**src/rtl/mem_access_ctrl_pkg.sv**
```systemverilog
// Shared types and constants for the burst memory access controller.
// Holds the FSM state encoding, default geometry and the request-rejection rules.
package mem_access_ctrl_pkg;

    localparam int DATA_W            = 32;
    localparam int LEN_W             = 5;
    localparam int DEFAULT_MEM_WORDS = 1024;
    localparam int DEFAULT_MAX_LEN   = 16;

    typedef enum logic [2:0] {
        IDLE,
        WR,
        RD_ISSUE,
        RD_CAP,
        FIN
    } state_t;

    typedef enum logic [2:0] {
        CAUSE_NONE,
        CAUSE_ALIGN,
        CAUSE_LEN_ZERO,
        CAUSE_LEN_MAX,
        CAUSE_RANGE
    } err_cause_t;

    // The end-of-burst sum is one bit wider than a word index so it cannot overflow.
    function automatic err_cause_t classify_req(
        input logic [DATA_W-1:0] byte_addr,
        input logic [LEN_W-1:0]  len,
        input int                mem_words,
        input int                max_len
    );
        err_cause_t  cause;
        logic [32:0] end_word;
        end_word = {3'b000, byte_addr[31:2]} + {28'd0, len};
        if (byte_addr[1:0] != 2'b00)
            cause = CAUSE_ALIGN;
        else if (len == '0)
            cause = CAUSE_LEN_ZERO;
        else if ({27'd0, len} > 32'(max_len))
            cause = CAUSE_LEN_MAX;
        else if (end_word > 33'(mem_words))
            cause = CAUSE_RANGE;
        else
            cause = CAUSE_NONE;
        return cause;
    endfunction

endpackage

```
**src/rtl/mem_access_ctrl_if.sv**
```systemverilog
// Processor request/data channels plus the data-memory port of the controller.
// The slave modport is the controller's view; master is the processor/memory side.
interface mem_access_ctrl_if;
    import mem_access_ctrl_pkg::*;

    logic              req_valid;
    logic              req_ready;
    logic              req_wr;
    logic [DATA_W-1:0] req_addr;
    logic [LEN_W-1:0]  req_len;
    logic [DATA_W-1:0] wdata;
    logic              wvalid;
    logic              wready;
    logic [DATA_W-1:0] rdata;
    logic              rvalid;
    logic              done;
    logic              err;
    logic [DATA_W-1:0] addr;
    logic [DATA_W-1:0] data_in;
    logic              MemRd;
    logic              MemWr;
    logic [DATA_W-1:0] data_out;

    modport slave (
        input  req_valid, req_wr, req_addr, req_len, wdata, wvalid, data_out,
        output req_ready, wready, rdata, rvalid, done, err, addr, data_in, MemRd, MemWr
    );

    modport master (
        output req_valid, req_wr, req_addr, req_len, wdata, wvalid, data_out,
        input  req_ready, wready, rdata, rvalid, done, err, addr, data_in, MemRd, MemWr
    );

endinterface

```
**src/rtl/mem_req_check.sv**
```systemverilog
// Combinational validation of an incoming burst request.
// err is high when the request must be rejected without touching memory.
module mem_req_check
    import mem_access_ctrl_pkg::*;
#(
    parameter int MEM_WORDS = DEFAULT_MEM_WORDS,
    parameter int MAX_LEN   = DEFAULT_MAX_LEN
) (
    input  logic [DATA_W-1:0] req_addr,
    input  logic [LEN_W-1:0]  req_len,
    output logic              err
);

    err_cause_t cause;

    always_comb begin
        cause = classify_req(req_addr, req_len, MEM_WORDS, MAX_LEN);
    end

    assign err = (cause != CAUSE_NONE);

endmodule

```
**src/rtl/mem_access_ctrl.sv**
```systemverilog
// Burst read/write controller between a processor request port and a
// single-port data memory with one cycle of registered read latency.
module mem_access_ctrl
    import mem_access_ctrl_pkg::*;
#(
    parameter int MEM_WORDS = DEFAULT_MEM_WORDS,
    parameter int MAX_LEN   = DEFAULT_MAX_LEN
) (
    input logic              clk,
    input logic              rst_n,
    mem_access_ctrl_if.slave bus
);

    state_t            state;
    logic [DATA_W-1:0] word_idx;
    logic [LEN_W-1:0]  words_left;
    logic              req_ready_q;
    logic              wready_q;
    logic              rvalid_q;
    logic              done_q;
    logic              err_q;
    logic              mem_rd_q;
    logic [DATA_W-1:0] wdata_q;
    logic [DATA_W-1:0] rdata_q;
    logic              req_err;
    logic              wr_fire;

    mem_req_check #(
        .MEM_WORDS (MEM_WORDS),
        .MAX_LEN   (MAX_LEN)
    ) u_req_check (
        .req_addr (bus.req_addr),
        .req_len  (bus.req_len),
        .err      (req_err)
    );

    assign wr_fire = wready_q && bus.wvalid;

    // Every output flag is registered on entry to the state that owns it.
    always_ff @(posedge clk) begin
        if (!rst_n) begin
            state       <= IDLE;
            word_idx    <= '0;
            words_left  <= '0;
            req_ready_q <= 1'b1;
            wready_q    <= 1'b0;
            rvalid_q    <= 1'b0;
            done_q      <= 1'b0;
            err_q       <= 1'b0;
            mem_rd_q    <= 1'b0;
            wdata_q     <= '0;
            rdata_q     <= '0;
        end else begin
            case (state)
                IDLE: begin
                    if (bus.req_valid) begin
                        word_idx    <= {2'b00, bus.req_addr[31:2]};
                        words_left  <= bus.req_len;
                        req_ready_q <= 1'b0;
                        if (req_err) begin
                            state  <= FIN;
                            done_q <= 1'b1;
                            err_q  <= 1'b1;
                        end else if (bus.req_wr) begin
                            state    <= WR;
                            wready_q <= 1'b1;
                        end else begin
                            state    <= RD_ISSUE;
                            mem_rd_q <= 1'b1;
                        end
                    end
                end
                WR: begin
                    if (bus.wvalid) begin
                        wdata_q    <= bus.wdata;
                        word_idx   <= word_idx + 32'd1;
                        words_left <= words_left - 5'd1;
                        if (words_left == 5'd1) begin
                            state    <= FIN;
                            wready_q <= 1'b0;
                            done_q   <= 1'b1;
                        end
                    end
                end
                RD_ISSUE: begin
                    mem_rd_q <= 1'b0;
                    rvalid_q <= 1'b1;
                    state    <= RD_CAP;
                end
                RD_CAP: begin
                    rvalid_q   <= 1'b0;
                    rdata_q    <= bus.data_out;
                    word_idx   <= word_idx + 32'd1;
                    words_left <= words_left - 5'd1;
                    if (words_left == 5'd1) begin
                        state  <= FIN;
                        done_q <= 1'b1;
                    end else begin
                        state    <= RD_ISSUE;
                        mem_rd_q <= 1'b1;
                    end
                end
                FIN: begin
                    done_q      <= 1'b0;
                    err_q       <= 1'b0;
                    req_ready_q <= 1'b1;
                    state       <= IDLE;
                end
                default: state <= IDLE;
            endcase
        end
    end

    assign bus.req_ready = req_ready_q;
    assign bus.wready    = wready_q;
    assign bus.rvalid    = rvalid_q;
    assign bus.done      = done_q;
    assign bus.err       = err_q;
    assign bus.addr      = word_idx;
    assign bus.MemRd     = mem_rd_q;
    assign bus.MemWr     = wr_fire;

    // Memory data arrives after the RD_ISSUE edge, so rdata passes it straight through while valid.
    assign bus.data_in = wr_fire ? bus.wdata : wdata_q;
    assign bus.rdata   = rvalid_q ? bus.data_out : rdata_q;

endmodule

```
**src/flat_wrapper.sv**
```systemverilog
// flat-port wrapper written by rule: the top's interface ports become plain ports
module mem_access_ctrl_flat import mem_access_ctrl_pkg::*;
#(
    parameter int MEM_WORDS = DEFAULT_MEM_WORDS,
    parameter int MAX_LEN   = DEFAULT_MAX_LEN
)
  (clk, rst_n, bus_req_valid, bus_req_wr, bus_req_addr, bus_req_len, bus_wdata, bus_wvalid, bus_data_out, bus_req_ready, bus_wready, bus_rdata, bus_rvalid, bus_done, bus_err, bus_addr, bus_data_in, bus_MemRd, bus_MemWr);
  mem_access_ctrl_if bus_i ();
  input logic clk;
  input logic rst_n;
  input wire logic [$bits(bus_i.req_valid)-1:0] bus_req_valid;
  input wire logic [$bits(bus_i.req_wr)-1:0] bus_req_wr;
  input wire logic [$bits(bus_i.req_addr)-1:0] bus_req_addr;
  input wire logic [$bits(bus_i.req_len)-1:0] bus_req_len;
  input wire logic [$bits(bus_i.wdata)-1:0] bus_wdata;
  input wire logic [$bits(bus_i.wvalid)-1:0] bus_wvalid;
  input wire logic [$bits(bus_i.data_out)-1:0] bus_data_out;
  output wire logic [$bits(bus_i.req_ready)-1:0] bus_req_ready;
  output wire logic [$bits(bus_i.wready)-1:0] bus_wready;
  output wire logic [$bits(bus_i.rdata)-1:0] bus_rdata;
  output wire logic [$bits(bus_i.rvalid)-1:0] bus_rvalid;
  output wire logic [$bits(bus_i.done)-1:0] bus_done;
  output wire logic [$bits(bus_i.err)-1:0] bus_err;
  output wire logic [$bits(bus_i.addr)-1:0] bus_addr;
  output wire logic [$bits(bus_i.data_in)-1:0] bus_data_in;
  output wire logic [$bits(bus_i.MemRd)-1:0] bus_MemRd;
  output wire logic [$bits(bus_i.MemWr)-1:0] bus_MemWr;
  assign bus_i.req_valid = bus_req_valid;
  assign bus_i.req_wr = bus_req_wr;
  assign bus_i.req_addr = bus_req_addr;
  assign bus_i.req_len = bus_req_len;
  assign bus_i.wdata = bus_wdata;
  assign bus_i.wvalid = bus_wvalid;
  assign bus_i.data_out = bus_data_out;
  assign bus_req_ready = bus_i.req_ready;
  assign bus_wready = bus_i.wready;
  assign bus_rdata = bus_i.rdata;
  assign bus_rvalid = bus_i.rvalid;
  assign bus_done = bus_i.done;
  assign bus_err = bus_i.err;
  assign bus_addr = bus_i.addr;
  assign bus_data_in = bus_i.data_in;
  assign bus_MemRd = bus_i.MemRd;
  assign bus_MemWr = bus_i.MemWr;
  mem_access_ctrl #(.MEM_WORDS(MEM_WORDS), .MAX_LEN(MAX_LEN)) u_core (.clk(clk), .rst_n(rst_n), .bus(bus_i));
endmodule
```
**config.mk**
```make
export PLATFORM = sky130hd
export DESIGN_NAME = mem_access_ctrl_flat
export DESIGN_NICKNAME = d
export VERILOG_FILES = /design/src/rtl/mem_access_ctrl_pkg.sv /design/src/rtl/mem_access_ctrl_if.sv /design/src/rtl/mem_req_check.sv /design/src/rtl/mem_access_ctrl.sv /design/src/flat_wrapper.sv
export SDC_FILE = /design/constraint.sdc
export NUM_CORES = 1
export LEC_CHECK = 0
export BUFFER_PORTS_ARGS = -buffer_cell sky130_fd_sc_hd__buf_4
export CAP_MARGIN = 10
export CORE_MARGIN = 2
export CORE_UTILIZATION = 55
export DETAILED_ROUTE_END_ITERATION = 16
export HOLD_SLACK_MARGIN = 0.02
export PLACE_DENSITY = 0.86
export REMOVE_ABC_BUFFERS = 1
export SYNTH_ARGS = -nofsm -noshare
export SYNTH_HDL_FRONTEND = slang
export SYNTH_SLANG_ARGS = --single-unit
```
**constraint.sdc**
```tcl
create_clock -name clk -period 5.9 [get_ports clk]
set_input_delay 0.59 -clock clk [delete_from_list [all_inputs] [get_ports clk]]
set_output_delay 0.59 -clock clk [all_outputs]
set_load 0.01 [all_outputs]
```
=== After elaboration in Yosys (flattened, before gate mapping) ===
Cells that the tools add are included.

* Output and inout port bits: 103
* Word-level logic and storage cells: 87
* Input port bits: 106
* Register bits: 110

* Muxes and demuxes: 39
* Magnitude comparators: 2
* Add/subtract/negate cells: 3
* Eq/ne operators: 13
* Reductions and logical operators: 19

{| class="wikitable"
|+ Operator list
! cell !! number
|-
| 32-bit 2-to-1 mux || 4
|-
| 32-bit case mux with 3 select lines || 1
|-
| 33-bit by 11-bit > comparator with 1-bit output, second input constant || 1
|-
| 32-bit by 1-bit adder with 32-bit output, second input constant || 1
|-
| 30-bit by 5-bit adder with 31-bit output || 1
|-
| 3-bit 2-to-1 mux || 9
|-
| 5-bit case mux with 3 select lines || 1
|-
| 1-bit 2-to-1 mux || 14
|-
| 2-bit != test, second input constant || 6
|-
| 3-bit case mux with 4 select lines || 1
|-
| 5-bit 2-to-1 mux || 2
|-
| 3-bit AND reduction || 3
|-
| 3-bit nonzero test || 3
|-
| 1-bit case mux with 2 select lines || 4
|-
| 2-bit nonzero test || 4
|-
| 3-bit by 2-bit equality test with 1-bit output, second input constant || 2
|-
| 6-bit AND reduction || 1
|-
| 5-bit by 1-bit equality test with 1-bit output, second input constant || 1
|-
| 5-bit > comparator, second input constant || 1
|-
| 5-bit logical NOT || 1
|-
| 5-bit AND reduction || 1
|-
| 5-bit by 1-bit subtractor with 5-bit output, second input constant || 1
|-
| 2-bit by 1-bit != test with 1-bit output, second input constant || 2
|-
| 1-bit case mux with 4 select lines || 1
|-
| 9 further kinds || 10
|}

=== Longest topological paths before layout ===
* Word-level depth: 10
* Gate-level depth with buffers: 10
* Depth with buffers taken out: 10

=== Hierarchy ===
Synthesis repeated with hierarchy kept, for this count alone.

* Cells, all modules: 840
* Area, all modules: 6548.8 um^2

{| class="wikitable"
|+ Modules (own cells, without submodules)
! module !! cells an instance !! area an instance (um^2) !! times used !! seq. area each (um^2)
|-
| mem_access_ctrl || 712 || 5649.2 || 1 || 2202.1
|-
| mem_req_check || 128 || 899.6 || 1 || 0.0
|}

=== Worst setup path before layout ===
No wires, ideal clock.

* Path kind: input -> register
* Start: input bus_req_len[0]
* End: register u_core.done_q, in the netlist u_core.bus.done
* Data required time: 5783 ps
* Path buffers: 0
* Setup slack: 2478 ps
* Library setup time: 117 ps
* Cell stages on the path: 10
* Data arrival time: 3305 ps
* Path through: ha_1 -> fa_1 -> a21oi_1 -> o22ai_2 -> and4_1 -> a211oi_1 -> o211ai_1 -> or4_1 -> o31a_1 -> a32o_1

* Cells in the longest elaborated chain, start to end: 9
* Elaborated cells between the ends (all ways): 11
* Classes of those cells: add/sub (1); order compare (2); eq/ne (1); mux (4); reduce/logical (3)

{| class="wikitable"
|+ RTL lines
! item !! RTL line !! source
|-
| start, declared || flat_wrapper.sv:14 || <nowiki>input wire logic [$bits(bus_i.req_len)-1:0] bus_req_len;</nowiki>
|-
| 30-bit by 5-bit adder with 31-bit output || mem_access_ctrl_pkg.sv:35 || <nowiki>end_word = {3'b000, byte_addr[31:2]} + {28'd0, len};</nowiki>
|-
| 33-bit by 11-bit > comparator with 1-bit output || mem_access_ctrl_pkg.sv:42 || <nowiki>else if (end_word > 33'(mem_words))</nowiki>
|-
| 3-bit 2-to-1 mux || mem_access_ctrl_pkg.sv:42 ||
|-
| 3-bit 2-to-1 mux || mem_access_ctrl_pkg.sv:40 || <nowiki>else if ({27'd0, len} > 32'(max_len))</nowiki>
|-
| 3-bit 2-to-1 mux * || mem_access_ctrl_pkg.sv:38 || <nowiki>else if (len == '0)</nowiki>
|-
| 3-bit 2-to-1 mux * || mem_access_ctrl_pkg.sv:36 || <nowiki>if (byte_addr[1:0] != 2'b00)</nowiki>
|-
| 3-bit nonzero test * || mem_req_check.sv:20 || <nowiki>assign err = (cause != CAUSE_NONE);</nowiki>
|-
| 2-bit by 1-bit != test with 1-bit output (no source line) * || -- ||
|-
| 4-bit AND reduction (no source line) * || -- ||
|-
| end signal, assigned || mem_access_ctrl.sv:48 || <nowiki>done_q <= 1'b0;</nowiki>
|-
| end signal, assigned || mem_access_ctrl.sv:62 || <nowiki>done_q <= 1'b1;</nowiki>
|-
| end signal, assigned || mem_access_ctrl.sv:81 || <nowiki>done_q <= 1'b1;</nowiki>
|-
| end, declared || mem_access_ctrl.sv:20 || <nowiki>logic done_q;</nowiki>
|}

Mark *: on every way between the ends. The rest lies on a longest branch, timed or not.
A chain may end at the register's enable or synchronous reset.

=== Final worst setup path ===
Same ends and word-level chain as after synthesis.

==> metrics.txt <==
final hold violation count=0; clk slew on worst S/H paths=70 ps; Antenna Cells=0; number of antenna violations at the first check in global routing=0; initial detailed-routing violation count=677; Core Box Area=about 11000 um^2; number of pins with negative max-slew slack in the final report=0; EDFF count, synth=0; residual overflow from global routing=0; met3 wire length=around 1400 um; CTS buffer count=9; share of post-route cells with drive strength above 1=a little under a third; number of buffers between clock root and the deepest sink=2; effective utilization at floorplan=55.9%; Commonest cells post-synth=sky130_fd_sc_hd__nand2_1, sky130_fd_sc_hd__a21oi_1, sky130_fd_sc_hd__dfxtp_1; overall routing resource usage=28.6%; worst slew pin tran=about 1100 ps; gp weighted congestion=0.946; top cell type's share of synthesized area=34.6%; total placed instance area=7980 um^2; Data arrival, critical path=about 3800 ps; fin nets=1118; shortest clock period the worst path allows after layout=approximately 3500 ps; Async S/R FF share, synth=0%; Die Area=12400 um^2; run status=finished, final reports clean; worst hold-check path type=register to register; Max Cap Violations=0; kind of launch point of the worst setup path=input port; top_reg_cell synth=sky130_fd_sc_hd__dfxtp_1; clock skew after layout=between 7 and 8 ps; area growth from synthesis to final layout=30.1%; final standard cell area without fillers=a little over 8000 um^2; HPWL after detailed placement=13300 um; worst setup slack for register-to-register paths=3210 ps; summed instance area of the synthesized netlist=6360 um^2; cell type contributing the most total cell area after synthesis=sky130_fd_sc_hd__dfxtp_1; RSZ-0062 raised after global routing=no; remaining number of nets flagged by the antenna check after routing=0; share of the yosys chip area belonging to registers=34.6%; largest net degree at the start of global routing=53; clock insertion delay at the later pin of the skew report=roughly 340 ps; critical path endpoint category=register; CTS Root Cell=sky130_fd_sc_hd__clkbuf_16; first-pass GRT wire length=29900 um; sequential cell area=2200 um^2; Vias/cell=approximately 6; count of buffers added by post-CTS timing repair for setup=0; total number of vias=6859; Post-CTS Hold Fix Bufs=0; final worst-path setup slack=between 2000 and 2500 ps; via count of the first global-routing pass=just over 6000; Relative slew margins=23.7%; met2 wirelength from detailed routing=9010 um; DIE HEIGHT=112 um; Placed Instances=1133; crit path max fanout=7; top-level port count=209; maximum achievable frequency=0.283 GHz; most used standard cell by instance count after synthesis=sky130_fd_sc_hd__nand2_1; DRC viols=0; H-tree levels=3; setup_tns=0 ps; synth top area cells=sky130_fd_sc_hd__dfxtp_1, sky130_fd_sc_hd__mux2_2, sky130_fd_sc_hd__nand2_1; post-detailed-route wirelength per cell=16.3 um; Reg2Reg Depth=7; power density relative to cell area=199 nW/um^2; average instance area after synthesis=7.69 um^2; Filler Cells Inserted=902; Syn. warnings=0; worst slack after detailed placement=2050 ps; static leakage=3.42 nW; Cell variety after synth=62; multi-input logic area=3890 um^2; instance count along the most critical hold path=2; type of the setup path with the least slack=input port to register; share of the clock period used by the worst path after layout=59.9%; Final setup viols=0; number of clock sinks=110; flip-flop and latch count after synthesis=110; gate count after technology mapping=827; count of TritonRoute iterations in the first routing pass=6; power after layout=1.64 mW; data required time of the critical path=6140 ps; total wire length=~19000 um; standard-cell row count=39; post-cts resize count=0; port buffer count=about 210; CTS tree=yes; highest layer used for signal routing=met4; Max rail drop VDD=0.000123 V; wire length on met1=7830 um; width of the die=112 um; count of non-filler cells in the finished layout=around 1100
where the power goes:
group | total, mW | leakage (nW) | switching (mW) | internal, mW
clock network | 0.609 | 0.135 | 0.270 | 0.339
logic | 0.243 | 2.39 | 0.127 | 0.117
registers | 0.791 | 0.895 | 0.0270 | 0.764
critical path, cell delays in order:
cell	delay (ps)
sky130_fd_sc_hd__buf_4	120
sky130_fd_sc_hd__ha_1	210
sky130_fd_sc_hd__fa_1	390
sky130_fd_sc_hd__a21oi_1	400
sky130_fd_sc_hd__o22ai_2	220
sky130_fd_sc_hd__and4_1	310
sky130_fd_sc_hd__a211oi_1	220
sky130_fd_sc_hd__o211ai_1	120
sky130_fd_sc_hd__or4_1	570
sky130_fd_sc_hd__o31a_1	380
sky130_fd_sc_hd__a32o_1	230
cell families (layout without fill, tap and decap cells):
logic type               count (synthesis)  in the layout  synth area share [%]
AO/OA/AOI/OAI                          230            230                  22.1
AND/OR/NAND/NOR                        325            325                  23.3
flip-flops                             110            110                  34.6
adder cells (fa/ha/maj)                 11             11                  2.28
multiplexers                            67             67                  11.8
XOR/XNOR                                10             10                  1.38
buffers and inverters                   74            252                  4.37
per-stage QoR:
step,utilization (%),hold slack (ps)
floorplan,-,433
global placement,70.2,439
detailed placement,70.2,446
CTS,72.8,456
global route,72.8,471
finish,72.8,454
state kept, by name, summed over array words and instances, names as in the netlist:
signal / count
u_core.bus.wready: 1
u_core.bus.done: 1
u_core.bus.err: 1
u_core.bus.req_ready: 1
u_core.bus.MemRd: 1
u_core.rdata_q: 32
u_core.words_left: 5
u_core.wdata_q: 32
u_core.bus.addr: 32
u_core.bus.rvalid: 1
u_core.state: 3
area by class of cell:
cell class                      instances  area share, %
Tap cell                              143           2.16
Clock inverter                          3          0.545
Sequential cell                       110           26.6
Timing Repair Buffer                  219           19.9
Clock buffer                           12           2.98
Multi-Input combinational cell        643           47.0
Inverter                               18          0.817
cells in the final DEF (no fill, tap or decap), drive strengths merged, types with 3 or more instances in the layout:
cell type / instances
xor2: 6
buf: 219
dfxtp: 110
nor2b: 4
a31oi: 6
and4: 5
o221a: 7
nor2: 54
o211ai: 6
clkbuf: 12
o21ai: 42
nand4: 11
nor4b: 5
or3: 3
nor3b: 3
inv: 18
a311oi: 4
nor4: 3
and3: 8
nand2: 173
o32ai: 4
nand2b: 3
a21oi: 113
a41oi: 4
xnor2: 4
and2: 6
ha: 10
o221ai: 4
o22ai: 6
nor3: 14
a211oi: 11
nand3: 27
mux2: 65
path summary, 6_finish.rpt:
check,from,endpoint
worst min register to register,u_core.wdata_q[5],u_core.wdata_q[5]
worst max register to register,u_core.state[0],u_core.rdata_q[17]
worst min-delay path,u_core.wdata_q[5],u_core.wdata_q[5]
worst max-delay path,bus_req_len[0],u_core.bus.done
layer usage:
layer / GRT usage [%] / vias to the layer above
met5: 0 / -
met4: 10.5 / 0
met1: 38.4 / 3173
met2: 47.5 / 328
met3: 3.59 / 45
li1: - / 3313
(Power assumes the default switching activity.)
